===== config.mk =====
export PLATFORM = sky130hd
export DESIGN_NAME = life_controller
export DESIGN_NICKNAME = d
export VERILOG_FILES = /design/src/rtl/life_pkg.sv /design/src/rtl/frame_tick_gen.sv /design/src/rtl/life_controller.sv
export SDC_FILE = /design/constraint.sdc
export NUM_CORES = 1
export LEC_CHECK = 0
export ABC_AREA = 1
export CAP_MARGIN = 0
export CORE_UTILIZATION = 43
export DETAILED_ROUTE_END_ITERATION = 16
export GPL_TIMING_DRIVEN = 0
export PLACE_DENSITY_LB_ADDON = 0.15
export SYNTH_ARGS = -nofsm -noshare
export SYNTH_HDL_FRONTEND = slang
export SYNTH_SLANG_ARGS = --single-unit

===== constraint.sdc =====
create_clock -name i_clk -period 3.39 [get_ports i_clk]
set_input_delay 0.5085 -clock i_clk [delete_from_list [all_inputs] [get_ports i_clk]]
set_output_delay 0.5085 -clock i_clk [all_outputs]
set_load 0.02 [all_outputs]

===== src/rtl/life_pkg.sv =====
// -----------------------------------------------------------------------------
// life_pkg
// Shared types and helpers for the player-life bookkeeping logic.
//   life_state_t  : ALIVE / INVULN / GAME_OVER
//   HEART_COUNT   : number of hearts drawn by the HUD life sprite
//   thermometer() : life count -> heart fill mask (bit0 = heart_1)
// Optional feature macro used by the consumers of this package: LIFE_BLINK_EN
// -----------------------------------------------------------------------------
package life_pkg;

    typedef enum logic [1:0] {
        ALIVE     = 2'd0,
        INVULN    = 2'd1,
        GAME_OVER = 2'd2
    } life_state_t;

    localparam int unsigned HEART_COUNT   = 3;
    localparam int unsigned BLINK_FRAMES  = 8;

    // Fill the lowest 'lives' hearts.
    function automatic logic [2:0] thermometer(input logic [1:0] lives);
        logic [2:0] mask;
        case (lives)
            2'd0:    mask = 3'b000;
            2'd1:    mask = 3'b001;
            2'd2:    mask = 3'b011;
            2'd3:    mask = 3'b111;
            default: mask = 3'b000;
        endcase
        return mask;
    endfunction

endpackage


===== src/rtl/frame_tick_gen.sv =====
// -----------------------------------------------------------------------------
// frame_tick_gen
// Turns the level vertical-sync input into a one-cycle frame tick on its
// rising edge. Shared by all frame-synchronous game logic.
// Ports:
//   i_clk    in  clock
//   i_rst    in  synchronous reset, active-high (clears the delayed v_sync)
//   i_v_sync in  vertical sync level
//   o_tick   out 1-cycle pulse on the rising edge of i_v_sync
// -----------------------------------------------------------------------------
module frame_tick_gen (
    input  logic i_clk,
    input  logic i_rst,
    input  logic i_v_sync,
    output logic o_tick
);

    logic r_v_sync_q;

    // Delay v_sync by one clock for edge detection.
    always_ff @(posedge i_clk) begin
        if (i_rst) begin
            r_v_sync_q <= 1'b0;
        end else begin
            r_v_sync_q <= i_v_sync;
        end
    end

    assign o_tick = i_v_sync & ~r_v_sync_q;

endmodule


===== src/rtl/life_controller.sv =====
// -----------------------------------------------------------------------------
// life_controller
// Player-life bookkeeping for the HUD life sprite. Counts lives, applies hit
// and extra-life events once per frame, runs a frame-counted invulnerability
// window and produces the 3-heart fill mask. All visible state changes only
// on frame ticks (rising i_v_sync) so the HUD never tears mid-frame; restart
// and reset act immediately.
// Ports:
//   i_clk         in  clock
//   i_rst         in  synchronous reset, active-high
//   i_v_sync      in  vertical sync level; rising edge = frame tick
//   i_hit         in  1-cycle pulse, player damaged
//   i_extra_life  in  1-cycle pulse, life pickup
//   i_restart     in  1-cycle pulse, new game
//   o_lives       out current life count
//   o_heart_full  out heart fill mask, bit0 = heart_1
//   o_invuln      out high while invulnerable
//   o_game_over   out high while game over
//   o_life_lost   out 1-cycle pulse after the tick that removed a life
// Optional feature: LIFE_BLINK_EN -- during invulnerability the most recently
// lost heart blinks with a BLINK_FRAMES half-period, starting filled.
// -----------------------------------------------------------------------------
module life_controller
    import life_pkg::*;
#(
    parameter int unsigned MAX_LIVES     = 3,
    parameter int unsigned INVULN_FRAMES = 60
) (
    input  logic       i_clk,
    input  logic       i_rst,
    input  logic       i_v_sync,
    input  logic       i_hit,
    input  logic       i_extra_life,
    input  logic       i_restart,
    output logic [1:0] o_lives,
    output logic [2:0] o_heart_full,
    output logic       o_invuln,
    output logic       o_game_over,
    output logic       o_life_lost
);

    localparam logic [1:0] MAX_L    = 2'(MAX_LIVES);
    localparam logic [7:0] INV_LOAD = 8'(INVULN_FRAMES - 1);

    logic                   w_tick;
    logic                   w_hit;
    logic                   w_extra;

    life_state_t            r_state;
    logic [1:0]             r_lives;
    logic [7:0]             r_inv_cnt;
    logic                   r_pend_hit;
    logic                   r_pend_extra;
    logic [HEART_COUNT-1:0] r_heart_full;
    logic                   r_invuln;
    logic                   r_game_over;
    logic                   r_life_lost;

    life_state_t            w_state_nxt;
    logic [1:0]             w_lives_ext;
    logic [1:0]             w_lives_nxt;
    logic [7:0]             w_cnt_nxt;
    logic                   w_lost_nxt;
    logic [HEART_COUNT-1:0] w_heart_nxt;

    frame_tick_gen u_tick (
        .i_clk    (i_clk),
        .i_rst    (i_rst),
        .i_v_sync (i_v_sync),
        .o_tick   (w_tick)
    );

    // A pulse arriving on the tick cycle itself belongs to that tick.
    assign w_hit   = r_pend_hit   | i_hit;
    assign w_extra = r_pend_extra | i_extra_life;

    // Next-frame life state: extra life is applied before the hit.
    always_comb begin
        w_lives_ext = r_lives;
        w_state_nxt = r_state;
        w_lives_nxt = r_lives;
        w_cnt_nxt   = r_inv_cnt;
        w_lost_nxt  = 1'b0;

        if (w_extra && (r_state != GAME_OVER) && (r_lives < MAX_L)) begin
            w_lives_ext = r_lives + 2'd1;
        end else begin
            w_lives_ext = r_lives;
        end
        w_lives_nxt = w_lives_ext;

        case (r_state)
            ALIVE: begin
                if (w_hit) begin
                    w_lost_nxt = 1'b1;
                    if (w_lives_ext <= 2'd1) begin
                        w_lives_nxt = 2'd0;
                        w_state_nxt = GAME_OVER;
                    end else begin
                        w_lives_nxt = w_lives_ext - 2'd1;
                        w_state_nxt = INVULN;
                        w_cnt_nxt   = INV_LOAD;
                    end
                end else begin
                    w_state_nxt = ALIVE;
                end
            end
            INVULN: begin
                // Hits are ignored while invulnerable.
                if (r_inv_cnt == 8'd0) begin
                    w_state_nxt = ALIVE;
                end else begin
                    w_cnt_nxt   = r_inv_cnt - 8'd1;
                end
            end
            GAME_OVER: begin
                w_lives_nxt = 2'd0;
                w_state_nxt = GAME_OVER;
            end
            default: begin
                w_lives_nxt = 2'd0;
                w_state_nxt = GAME_OVER;
            end
        endcase
    end

`ifdef LIFE_BLINK_EN
    localparam logic [7:0] BLINK_LAST = 8'(BLINK_FRAMES - 1);

    logic [7:0] r_blink_cnt;
    logic       r_blink_on;
    logic [7:0] w_blink_cnt_nxt;
    logic       w_blink_on_nxt;
    logic [3:0] w_blink_bit;

    // Blink phase: restart "filled" on INVULN entry, toggle every BLINK_FRAMES.
    always_comb begin
        w_blink_cnt_nxt = r_blink_cnt;
        w_blink_on_nxt  = r_blink_on;
        if (r_state != INVULN) begin
            w_blink_cnt_nxt = 8'd0;
            w_blink_on_nxt  = 1'b1;
        end else if (r_blink_cnt == BLINK_LAST) begin
            w_blink_cnt_nxt = 8'd0;
            w_blink_on_nxt  = ~r_blink_on;
        end else begin
            w_blink_cnt_nxt = r_blink_cnt + 8'd1;
        end

        // Heart at index lives is the one just lost; 4 bits so lives=3 drops out.
        w_blink_bit = 4'b0001 << w_lives_nxt;
        if ((w_state_nxt == INVULN) && w_blink_on_nxt) begin
            w_heart_nxt = thermometer(w_lives_nxt) | w_blink_bit[2:0];
        end else begin
            w_heart_nxt = thermometer(w_lives_nxt);
        end
    end

    // Blink phase registers, advanced on frame ticks only.
    always_ff @(posedge i_clk) begin
        if (i_rst || i_restart) begin
            r_blink_cnt <= 8'd0;
            r_blink_on  <= 1'b0;
        end else if (w_tick) begin
            r_blink_cnt <= w_blink_cnt_nxt;
            r_blink_on  <= w_blink_on_nxt;
        end else begin
            r_blink_cnt <= r_blink_cnt;
            r_blink_on  <= r_blink_on;
        end
    end
`else
    // Plain heart mask straight from the life count.
    always_comb begin
        w_heart_nxt = thermometer(w_lives_nxt);
    end
`endif

    // Life state, pending events and registered outputs.
    always_ff @(posedge i_clk) begin
        if (i_rst || i_restart) begin
            r_state      <= ALIVE;
            r_lives      <= MAX_L;
            r_inv_cnt    <= 8'd0;
            r_pend_hit   <= 1'b0;
            r_pend_extra <= 1'b0;
            r_heart_full <= thermometer(MAX_L);
            r_invuln     <= 1'b0;
            r_game_over  <= 1'b0;
            r_life_lost  <= 1'b0;
        end else if (w_tick) begin
            r_state      <= w_state_nxt;
            r_lives      <= w_lives_nxt;
            r_inv_cnt    <= w_cnt_nxt;
            r_pend_hit   <= 1'b0;
            r_pend_extra <= 1'b0;
            r_heart_full <= w_heart_nxt;
            r_invuln     <= (w_state_nxt == INVULN);
            r_game_over  <= (w_state_nxt == GAME_OVER);
            r_life_lost  <= w_lost_nxt;
        end else begin
            r_pend_hit   <= w_hit;
            r_pend_extra <= w_extra;
            r_life_lost  <= 1'b0;
        end
    end

    assign o_lives      = r_lives;
    assign o_heart_full = r_heart_full;
    assign o_invuln     = r_invuln;
    assign o_game_over  = r_game_over;
    assign o_life_lost  = r_life_lost;

endmodule

* After elaboration in Yosys (flattened, before gate mapping)
Cells that the tools add are included.
** Word-level totals
- Register bits after elaboration :: 21
- Bits of input ports :: 6
- Word-level logic and storage cells :: 55
** Cells by class
- $add $sub $neg :: 3
- $lt $le $gt $ge :: 2
- Eq/ne operators :: 10
- Mux-type cells :: 14
- Bitwise logic cells :: 6
- Reductions and logical operators :: 10
** Operators with widths (count)
- $mux 8 :: 3
- $pmux 8 s2 :: 1
- $mux 2 :: 6
- $pmux 3 s4 :: 1
- $logic_not 8->1 :: 1
- $ne 2x2->1 const B :: 4
- $pmux 2 s2 :: 2
- $sub 8x1->8 const B :: 1
- $eq 2x1->1 const B :: 3
- $eq 2x2->1 const B :: 3
- $reduce_and 5->1 :: 1
- $logic_not 2->1 :: 2
- $not 1->1 :: 3
- $reduce_or 3->1 :: 1
- $add 2x1->2 const B :: 1
- $le 2x1->1 const B :: 1
- $logic_and 1x1->1 :: 2
- $lt 2x2->1 const B :: 1
- $or 1x1->1 :: 2
- $reduce_bool 2->1 :: 1
- $reduce_or 2->1 :: 1
- $sub 2x1->2 const B :: 1
- $and 1x1->1 :: 1
- $logic_or 1x1->1 :: 1
- $mux 1 :: 1

* Longest topological paths before layout
Gate-level depths: netlist of run 1.
- Depth after elaboration :: 10
- Depth in mapped cells :: 10
- Gate-level depth less buffers :: 10

* Cells and area by module
A second synthesis of run 1 with hierarchy kept.
** Second synthesis, totals
- Cells, all modules :: 159
- Area, all modules :: 1147.4 um2
** Modules (own cells, without submodules)
- life_controller :: times used 1, cells an instance 155, area an instance 1116.1 um2, sequential area each 400.4 um2
- frame_tick_gen :: times used 1, cells an instance 4, area an instance 31.3 um2, sequential area each 20.0 um2

* Worst setup path after synthesis of run 1
OpenSTA, ideal clock, no wires.
- Path kind :: register to register
- Start point :: reg r_lives[0], in the netlist o_lives[0]
- End point :: reg r_inv_cnt[0]
- Setup time :: 114 ps
- Arrival :: 1360 ps
- Data required time :: 3276 ps
- Slack :: 1916 ps
- Cell stages (with the launch flop) :: 9
- Period minus slack after synthesis :: 1474 ps
- Cell sequence :: dfxtp_1 > ha_1 > nand3b_2 > nand2_2 > nand3_2 > nand2_4 > nand3_1 > nor2_1 > nor2_2
** On the way
- Cells in the longest elaborated chain, start to end :: 6
- Elaborated cells on any way between the ends :: 7
- Those cells by class :: 1 x add/sub; 2 x order compare; 1 x eq/ne; 1 x mux; 2 x reduce/logical
** Ends and longest elaborated chain
- from (decl) :: RTL line life_controller.sv:50 : logic [1:0] r_lives;
- from (signal assigned) :: RTL line life_controller.sv:193 : r_lives <= w_lives_nxt;
- $lt 2x2->1 :: RTL line life_controller.sv:85 : if (w_extra && (r_state != GAME_OVER) && (r_lives < MAX_L)) begin
- $logic_and 1x1->1 :: RTL line life_controller.sv:85
- $mux 2 * :: RTL line life_controller.sv:85
- $le 2x1->1 * :: RTL line life_controller.sv:96 : if (w_lives_ext <= 2'd1) begin
- $ne 2x2->1 (no source line) *
- $reduce_and 5->1 (no source line) *
- to (signal assigned) :: RTL line life_controller.sv:194 : r_inv_cnt <= w_cnt_nxt;
- to (decl) :: RTL line life_controller.sv:51 : logic [7:0] r_inv_cnt;
Mark *: on every way between the ends. The rest lies on a longest branch, timed or not.
A chain may end at the register's enable or synchronous reset.

* Worst setup path after layout of run 1
- Start point :: reg r_lives[0], in the netlist o_lives[0]
- End point :: out o_lives[0]
** RTL lines
- to (decl) :: RTL line life_controller.sv:35 : output logic [1:0] o_lives,
No word-level cell between the ends.

==> results of run 1 <==
-- per-layer routing --
metal  vias to the layer above  track usage, %
li1                        537               -
met1                       436            24.3
met2                        15            28.5
met3                         2            6.03
met4                         0            3.51
met5                         -               0
-- final timing paths --
check,startpoint,to,slack [ns],cells past startpoint
max reg2reg,o_lives[0],r_inv_cnt[1],1.86,8
max,o_lives[0],o_lives[0],1.55,1
min,o_invuln,o_invuln,0.48,2
min reg2reg,o_invuln,o_invuln,0.48,2
-- cell type report --
| type | count | area [µm²] | area share, % |
|---|---|---|---|
| Multi-Input combinational cell | 115 | 633 | 47.9 |
| Sequential cell | 21 | 420 | 31.8 |
| Timing Repair Buffer | 13 | 130 | 9.84 |
| Inverter | 18 | 67.6 | 5.11 |
| Tap cell | 30 | 37.5 | 2.84 |
| Clock buffer | 4 | 26.3 | 1.99 |
| Buffer | 2 | 7.51 | 0.568 |
-- power by group --
part	leakage (nW)	internal [mW]	switching, mW
clock network	0.0150	0.0458	0.0738
logic	0.366	0.0387	0.0628
registers	0.171	0.255	0.00615
total	0.552	0.339	0.143
-- Yosys cell counts, drive strengths merged --
cell type and n:
o211ai 1, or2 2, nor2 25, ha 2, nor4 1, xnor2 1, nand2 43, a31oi 1
dfxtp 21, o21ai 5, nand3 19, inv 17, nand4 2, clkinv 1, nand3b 1, buf 2
a21oi 12
-- registers in the layout, indices dropped and copies added, names as in the netlist --
register and cells:
o_game_over 1, u_tick.r_v_sync_q 1, r_pend_hit 1, r_inv_cnt 8
r_state 2, o_invuln 1, o_heart_full 3, r_pend_extra 1
o_life_lost 1, o_lives 2
-- cell families (layout without fill, tap and decap cells) --
| family | Yosys count | after routing |
|---|---|---|
| DFF | 21 | 21 |
| and+or+nand+nor | 93 | 93 |
| xor gates and xnor gates | 1 | 1 |
| AOI/OAI and AO/OA | 19 | 19 |
| adders and majority gates | 2 | 2 |
| buffers and inverters | 20 | 37 |
-- metrics by stage --
| step | setup slack [ns] | cell area (µm²) | cells |
|---|---|---|---|
| final | 1.55 | 1320 | 203 |
| after global routing | 1.47 | 1320 | 203 |
| after CTS | 1.52 | 1320 | 203 |
| after detailed placement | 1.33 | 1300 | 199 |
| after global placement | 1.35 | 1300 | 199 |
| after floorplan | 1.92 | 1130 | 156 |
==> results.yml, run 1 <==
status:
  outcome: "completed"
yosys:
  synth_fa_ha_area_share_pct: 2.22
  yosysUniqueCellTypes: 27
  synth_warnings: 0
  netlist_area_um2: 1130
  yosys.area.top_type: "dfxtp_1"
  ys_ff_latch: 21
  synth_area_leaders: "dfxtp_1 37%, nand2_1 10%, nand3_1 7.5%"
  synth_compound_area_share_pct: 11.1
  synth_seq_area_share_pct: 37.3
  synthSimpleGateAreaFrac_pct: 42.0
  synth_top_family_by_area: "simple AND/OR/NAND/NOR gates"
  synth_top_area_share_pct: 37.3
  syn_area_per_cell_um2: 7.23
  syn_nets: 164
  netlist_instances: 156
  synthXorXnorAreaFrac_pct: 0.776
  muxShareOfSynthArea_pct: 0
routing:
  routed.top_layer: "met4"
  wl_met2_um: 996
  drcViolationCount: 0
  dr.pass1.iters: 4
  finalWirelength_um: 2170
  wire_per_inst_um: 10.7
  wl_met1_um: 1080
  postRouteAntennaNets: 0
  viasPerCell: 4.88
  drtIter0Drc: 21
  wl_met3_um: 74
  vias: 990
placement:
  detailed_place_hpwl_um: 1660
  globalplace.congestion: 0.846
  numPortBuffers: 13
cts:
  clock_sinks: 21
  clock_latency_ns: 0.30
  cts_tree: "done"
  cts_root_buf: "clkbuf_4"
  ctsResizeCount: 0
  clk_path_buf_depth: 2
  numCtsBuffers: 3
  path_clk_slew_ns: 0.12
  post-cts-setup-buffers: 0
  h-tree-depth: 1
  cts_hold_buffers: 0
final_layout:
  final_layout_size_suffix_gt1_share_pct: 22.0
  antenna_cells: 0
  layout_common_cells: "31 x nand2_1, 21 x dfxtp_1, 18 x nor2_1, 17 x nand3_1, 13 x clkdlybuf4s50_1"
  n_fill_cell: 248
  final_common_cell: "nand2_1"
  final_util_pct: 53.4
  fin_nets: 182
  area_delta_synth_final_pct: 17.2
sta:
  hold_ws_ns: 0.476
  tightest_slew_ns: 0.674
  fmax_mhz: 543
  hold_violations: 0
  fin_skew_ns: 0.00708
  slew_headroom_pct: 55.1
  min_period_ns: 1.84
  rsz0062_at_grt: "false"
  finalSetupViolations: 0
  fin_crit_sh_pct: 54.3
  tns_ns: 0
  finalMaxSlewViolations: 0
critical_path:
  cp_data_arrival_time_ns: 1.33
  crit_path_end_kind: "output pin"
  cpMaxStageDelayCell: "clkdlybuf4s50_1"
  path_class: "reg2out"
  crit_fanout: 5
  startpoint_type: "flop"
  crit_family: "buffers and inverters"
  critPathBufInv: 1
  slowest_delay_ns: 0.63
  worstPathCellList: "clkdlybuf4s50_1"
  cp_data_required_time_ns: 2.88
pwr:
  ir_drop_mv: 0.337
  p_per_area_nw_per_um2: 365
  finalPower_mw: 0.482
  power.leakage_nw: 0.552
worst_hold_path:
  min-delay-path-class: "reg2reg"
floorplan:
  rows: 18
  die_h_um: 53.2
  start_util_pct: 45.6
  dieWidth_um: 53.2
  io-pin-count: 14
  core_region_area_um2: 2480
  die-area_um2: 2830
global_route:
  grt_antenna_before_repair: 0
  grt_pass1_vias: 868
  grt_max_degree: 12
  grt-ovfl-total: 0
  grt_pass1_wl_um: 3690
  grt_usage_pct: 18.3
run:
  drv_cap: 0
(Power assumes the default switching activity.)
==> run 2, diff against run 1 <==
clock period = 1.49 ns   (was 3.39 ns; I/O delays follow)
==> run 2 against run 1 <==
Hold slack got worse by 0.0028 ns. Register-to-register slack got worse by 1.8 ns. Sequential power rose by 130%. Largest power group unchanged. Critical path depth is 7 higher. Cell count up 1.5%. Die area stayed put. Combinational power rose to 2.7 times the previous value. Routed wire length increased by 17%. Sequential share of layout area fell by 2.4 points. Global-route usage increased by 0.66 points.
==> results.yml, run 2 (synthesized netlist as in run 1, its figures left out) <==
status:
  outcome: "completed"
pwr:
  sw_frac_of_total_pct: 30.9
  ir_drop_mv: 0.783
  clkPwrFrac_pct: 23.9
  power.leakage_nw: 0.636
  p_per_area_nw_per_um2: 789
  seq_power_share_pct: 52.2
  comb_power_share_pct: 23.9
  power_switching_mw: 0.351
  power.internal_mw: 0.786
global_route:
  grt_usage_pct: 18.9
  grt_antenna_before_repair: 0
  grt_pass1_vias: 877
  grt-ovfl-total: 0
  grt_max_degree: 12
  grt_pass1_wl_um: 3810
sta:
  tns_ns: 0
  fin_crit_sh_pct: 97.0
  slew_headroom_pct: 55.8
  min_period_ns: 1.44
  rsz0062_at_grt: "true"
  finalSetupViolations: 0
  tightest_slew_ns: 0.663
  fmax_mhz: 692
  fin_skew_ns: 0.00485
  finalMaxSlewViolations: 0
  hold_violations: 0
routing:
  viasPerCell: 5.06
  dr.pass1.iters: 4
  vias: 1043
  postRouteAntennaNets: 0
  wire_per_inst_um: 12.3
  finalWirelength_um: 2540
  drtIter0Drc: 12
  drcViolationCount: 0
floorplan:
  io-pin-count: 14
  core_region_area_um2: 2480
  die-area_um2: 2830
  start_util_pct: 45.6
  rows: 18
  die_h_um: 53.2
  dieWidth_um: 53.2
final_layout:
  fin_area_um2: 1440
  final_common_cell: "nand2_1"
  antenna_cells: 0
  largest-register: "r_inv_cnt"
  area_delta_synth_final_pct: 27.7
  layout_common_cells: "31 x nand2_1, 19 x dfxtp_1, 15 x nand3_1, 13 x nor2_1"
  largest_register_ffs: 8
  fin_nets: 185
  final_layout_size_suffix_gt1_share_pct: 30.1
  final_cells: 206
worst_hold_path:
  whs_path_depth: 2
  min-delay-path-class: "reg2reg"
critical_path:
  startpoint_type: "flop"
  cp_data_required_time_ns: 1.70
  path_class: "reg2reg"
  r2r_cells: 8
  cp_data_arrival_time_ns: 1.65
  crit_fanout: 5
  crit_path_end_kind: "flop"
placement:
  dpl.cell_count: 199
  globalplace.congestion: 0.846
  numPortBuffers: 13
  place_area_um2: 1300
  detailed_place_hpwl_um: 1660
cts:
  path_clk_slew_ns: 0.12
  numCtsBuffers: 3
  h-tree-depth: 1
  clk_path_buf_depth: 2
  clock_latency_ns: 0.30
  cts_tree: "done"
  clock_sinks: 21
  cts_root_buf: "clkbuf_4"
run:
  drv_cap: 0
-- run 2: changes by cell type in the layout (fill, tap and decap cells not counted), sizes merged --
| cell | previous run | this run |
|---|---|---|
| clkbuf | 4 | 5 |
| clkdlybuf4s50 | 13 | 5 |
| dlygate4sd2 | 0 | 2 |
| dlymetal6s2s | 0 | 6 |
| nand2 | 43 | 45 |
-- run 2: repair_timing --
action | in CTS | in global routing
pin swaps | 2 | 3
endpoints found under the setup margin | 7 | 19
cloned | 0 | 2
hold buffers | 0 | 0
resized for setup | 8 | 18
buffers inserted | 1 | 0
-- run 2: stage by stage --
stage	worst slack [ns]	hold WS [ns]	power (mW)	util [%]
2_1_floorplan	0.0157	0.296	0.773	-
3_3_place_gp	-0.265	0.455	0.835	52.3
3_5_place_dp	-0.281	0.461	0.839	52.3
4_1_cts	0.00132	0.475	1.12	54.4
5_1_grt	-0.0405	0.505	1.20	58.2
6_report	0.0454	0.473	1.14	58.2
-- run 2: layer usage --
layer / track usage, % / routed length [µm] / up-vias / part of all wire, %
li1: - / - / 543 / -
met1: 25.2 / 1200 / 482 / 47
met2: 29.8 / 1240 / 14 / 49
met3: 6.03 / 62 / 4 / 2.4
met4: 3.51 / 29 / 0 / 1.1
met5: 0 / 0 / - / 0
-- run 2: critical path, stage by stage, from the launching register on --
cell	delay, ns
dfxtp_2	0.34
ha_1	0.22
nand3b_4	0.17
nand2_2	0.10
nand3_4	0.13
nand2_8	0.13
nand3_2	0.09
nor2_2	0.12
nor2_2	0.05
-- run 2: path summary, 6_finish.rpt --
check | slack [ns] | from | endpoint
worst max register to register | 0.05 | o_lives[0] | r_inv_cnt[1]
worst min register to register | 0.47 | o_invuln | o_invuln
worst max-delay path | 0.05 | o_lives[0] | r_inv_cnt[1]
worst min-delay path | 0.47 | o_invuln | o_invuln
-- run 2: final cells by class --
class | instances | area, µm²
repair buffers | 14 | 150
flip-flops and latches | 21 | 423
fillers | 233 | 1040
clock buffers | 4 | 26.3
well taps | 30 | 37.5
multi-input cells | 117 | 728
inverters | 18 | 67.6
plain buffers | 2 | 8.76
-- run 2: power by group through the flow --
stage / registers, mW / clock network [mW] / logic, mW
final: 0.594 / 0.272 / 0.272
after global routing: 0.596 / 0.305 / 0.303
after CTS: 0.594 / 0.289 / 0.241
after detailed placement: 0.607 / 0 / 0.232
after global placement: 0.607 / 0 / 0.228
after floorplan: 0.616 / 0 / 0.157
==> run 3, diff against run 2 <==
CTS_BUF_LIST = sky130_fd_sc_hd__clkbuf_16   (was not set)
SLEW_MARGIN = 30   (was not set)
==> run 3 against run 2 <==
First-iteration DRC count up 130%. Global-route usage up 0.18 points. Sequential share of layout area down 0.41 points. Power up 25%. Critical path depth down 7. Non-clock buffer count up 1. Clock-buffer cell count down 1. Sequential power about the same. Clock power up 110%. Fmax down 0.71%. Flip-flop and latch count unchanged. Utilization up 0.66 points. Largest power group unchanged. Highest routed layer unchanged.
==> results.yml, run 3 (synthesized netlist as in run 1, its figures left out) <==
placement:
  detailed_place_hpwl_um: 1660
  globalplace.congestion: 0.846
  numPortBuffers: 13
routing:
  finalWirelength_um: 2350
  drtIter0Drc: 28
  dr.pass1.iters: 4
  viasPerCell: 4.99
  drcViolationCount: 0
  postRouteAntennaNets: 0
  wire_per_inst_um: 11.4
  vias: 1022
final_layout:
  final_layout_size_suffix_gt1_share_pct: 28.0
  area_delta_synth_final_pct: 29.2
  fin_nets: 184
  final_util_pct: 58.8
  largest_register_ffs: 8
  n_fill_cell: 230
  largest-register: "r_inv_cnt"
  layout_common_cells: "31 x nand2_1, 20 x dfxtp_1, 15 x nor2_1, 15 x nand3_1, 13 x clkdlybuf4s50_1"
  antenna_cells: 0
  final_common_cell: "nand2_1"
floorplan:
  die_h_um: 53.2
  rows: 18
  dieWidth_um: 53.2
  core_region_area_um2: 2480
  die-area_um2: 2830
  io-pin-count: 14
  start_util_pct: 45.6
sta:
  fin_crit_sh_pct: 97.7
  tns_ns: 0
  hold_violations: 0
  slew_headroom_pct: 78.9
  tightest_slew_ns: 0.316
  min_period_ns: 1.46
  fin_skew_ns: 0.00304
  rsz0062_at_grt: "false"
  finalMaxSlewViolations: 0
  finalSetupViolations: 0
  fmax_mhz: 687
global_route:
  grt_pass1_wl_um: 3860
  grt_usage_pct: 19.1
  grt-ovfl-total: 0
  grt_antenna_before_repair: 0
  grt_max_degree: 12
  grt_pass1_vias: 911
critical_path:
  cp_data_arrival_time_ns: 1.23
  path_class: "reg2out"
  worstPathCellList: "clkdlybuf4s50_1"
  slowest_delay_ns: 0.62
  critPathBufInv: 1
  crit_fanout: 3
  crit_family: "buffers and inverters"
  startpoint_type: "flop"
  cp_data_required_time_ns: 1.27
  cpMaxStageDelayCell: "clkdlybuf4s50_1"
  crit_path_end_kind: "output pin"
cts:
  path_clk_slew_ns: 0.06
  numCtsBuffers: 3
  clock_latency_ns: 0.25
  cts_hold_buffers: 0
  cts_tree: "done"
  clk_path_buf_depth: 2
  h-tree-depth: 1
  clock_sinks: 21
  cts_root_buf: "clkbuf_16"
pwr:
  seq_power_share_pct: 41.9
  power_switching_mw: 0.371
  sw_frac_of_total_pct: 26.1
  comb_power_share_pct: 18.8
  p_per_area_nw_per_um2: 974
  power.leakage_nw: 0.606
  ir_drop_mv: 0.859
  clkPwrFrac_pct: 39.3
  power.internal_mw: 1.05
run:
  drv_cap: 0
worst_hold_path:
  min-delay-path-class: "reg2reg"
status:
  outcome: "completed"
run 3: final timing paths:
check	startpoint	to	slack (ns)	cells past startpoint
setup reg to reg	o_lives[0]	r_inv_cnt[5]	0.09	8
setup / recovery	o_lives[1]	o_lives[1]	0.03	1
hold reg to reg	o_invuln	o_invuln	0.47	2
hold / removal	o_invuln	o_invuln	0.47	2
run 3: stage by stage:
stage,cell area [µm²],worst slack [ns],hold WS (ns),power [mW],cells
5_1_grt,1460,0.000534,0.499,1.48,205
2_1_floorplan,1130,0.0157,0.296,0.773,156
4_1_cts,1420,0.00469,0.472,1.42,205
3_5_place_dp,1300,-0.281,0.461,0.839,199
3_3_place_gp,1300,-0.265,0.455,0.835,199
6_report,1460,0.0350,0.468,1.42,205
run 3: what timing repair did:
| item | 4_1_cts | 5_1_grt |
|---|---|---|
| buffers inserted | 2 | 0 |
| pin swaps | 4 | 2 |
| endpoints found under the setup margin | 6 | 13 |
| cloned | 0 | 0 |
| resized for setup | 5 | 8 |
| hold endpoints to repair | 0 | 0 |
run 3: final cells by class:
type	count	area (µm²)	area share, %
clock buffer	3	75.1	5.15
multi-input combinational	115	684	47.0
tap	30	37.5	2.58
buffer	2	10.0	0.687
timing repair buffer	15	158	10.8
inverter	18	67.6	4.64
sequential	21	422	28.9
clock inverter	1	3.75	0.258
run 3: routing by layer:
layer	share of wire [%]	GRT usage, %
met1	50	24.8
met2	46	31.0
met4	0.72	3.07
met5	0	0
met3	3.7	6.03
run 3: power by group through the flow:
stage	Combinational [mW]	Sequential, mW	Clock [mW]
2_1_floorplan	0.157	0.616	0
3_3_place_gp	0.228	0.607	0
3_5_place_dp	0.232	0.607	0
4_1_cts	0.258	0.594	0.569
5_1_grt	0.299	0.596	0.588
6_report	0.268	0.595	0.558
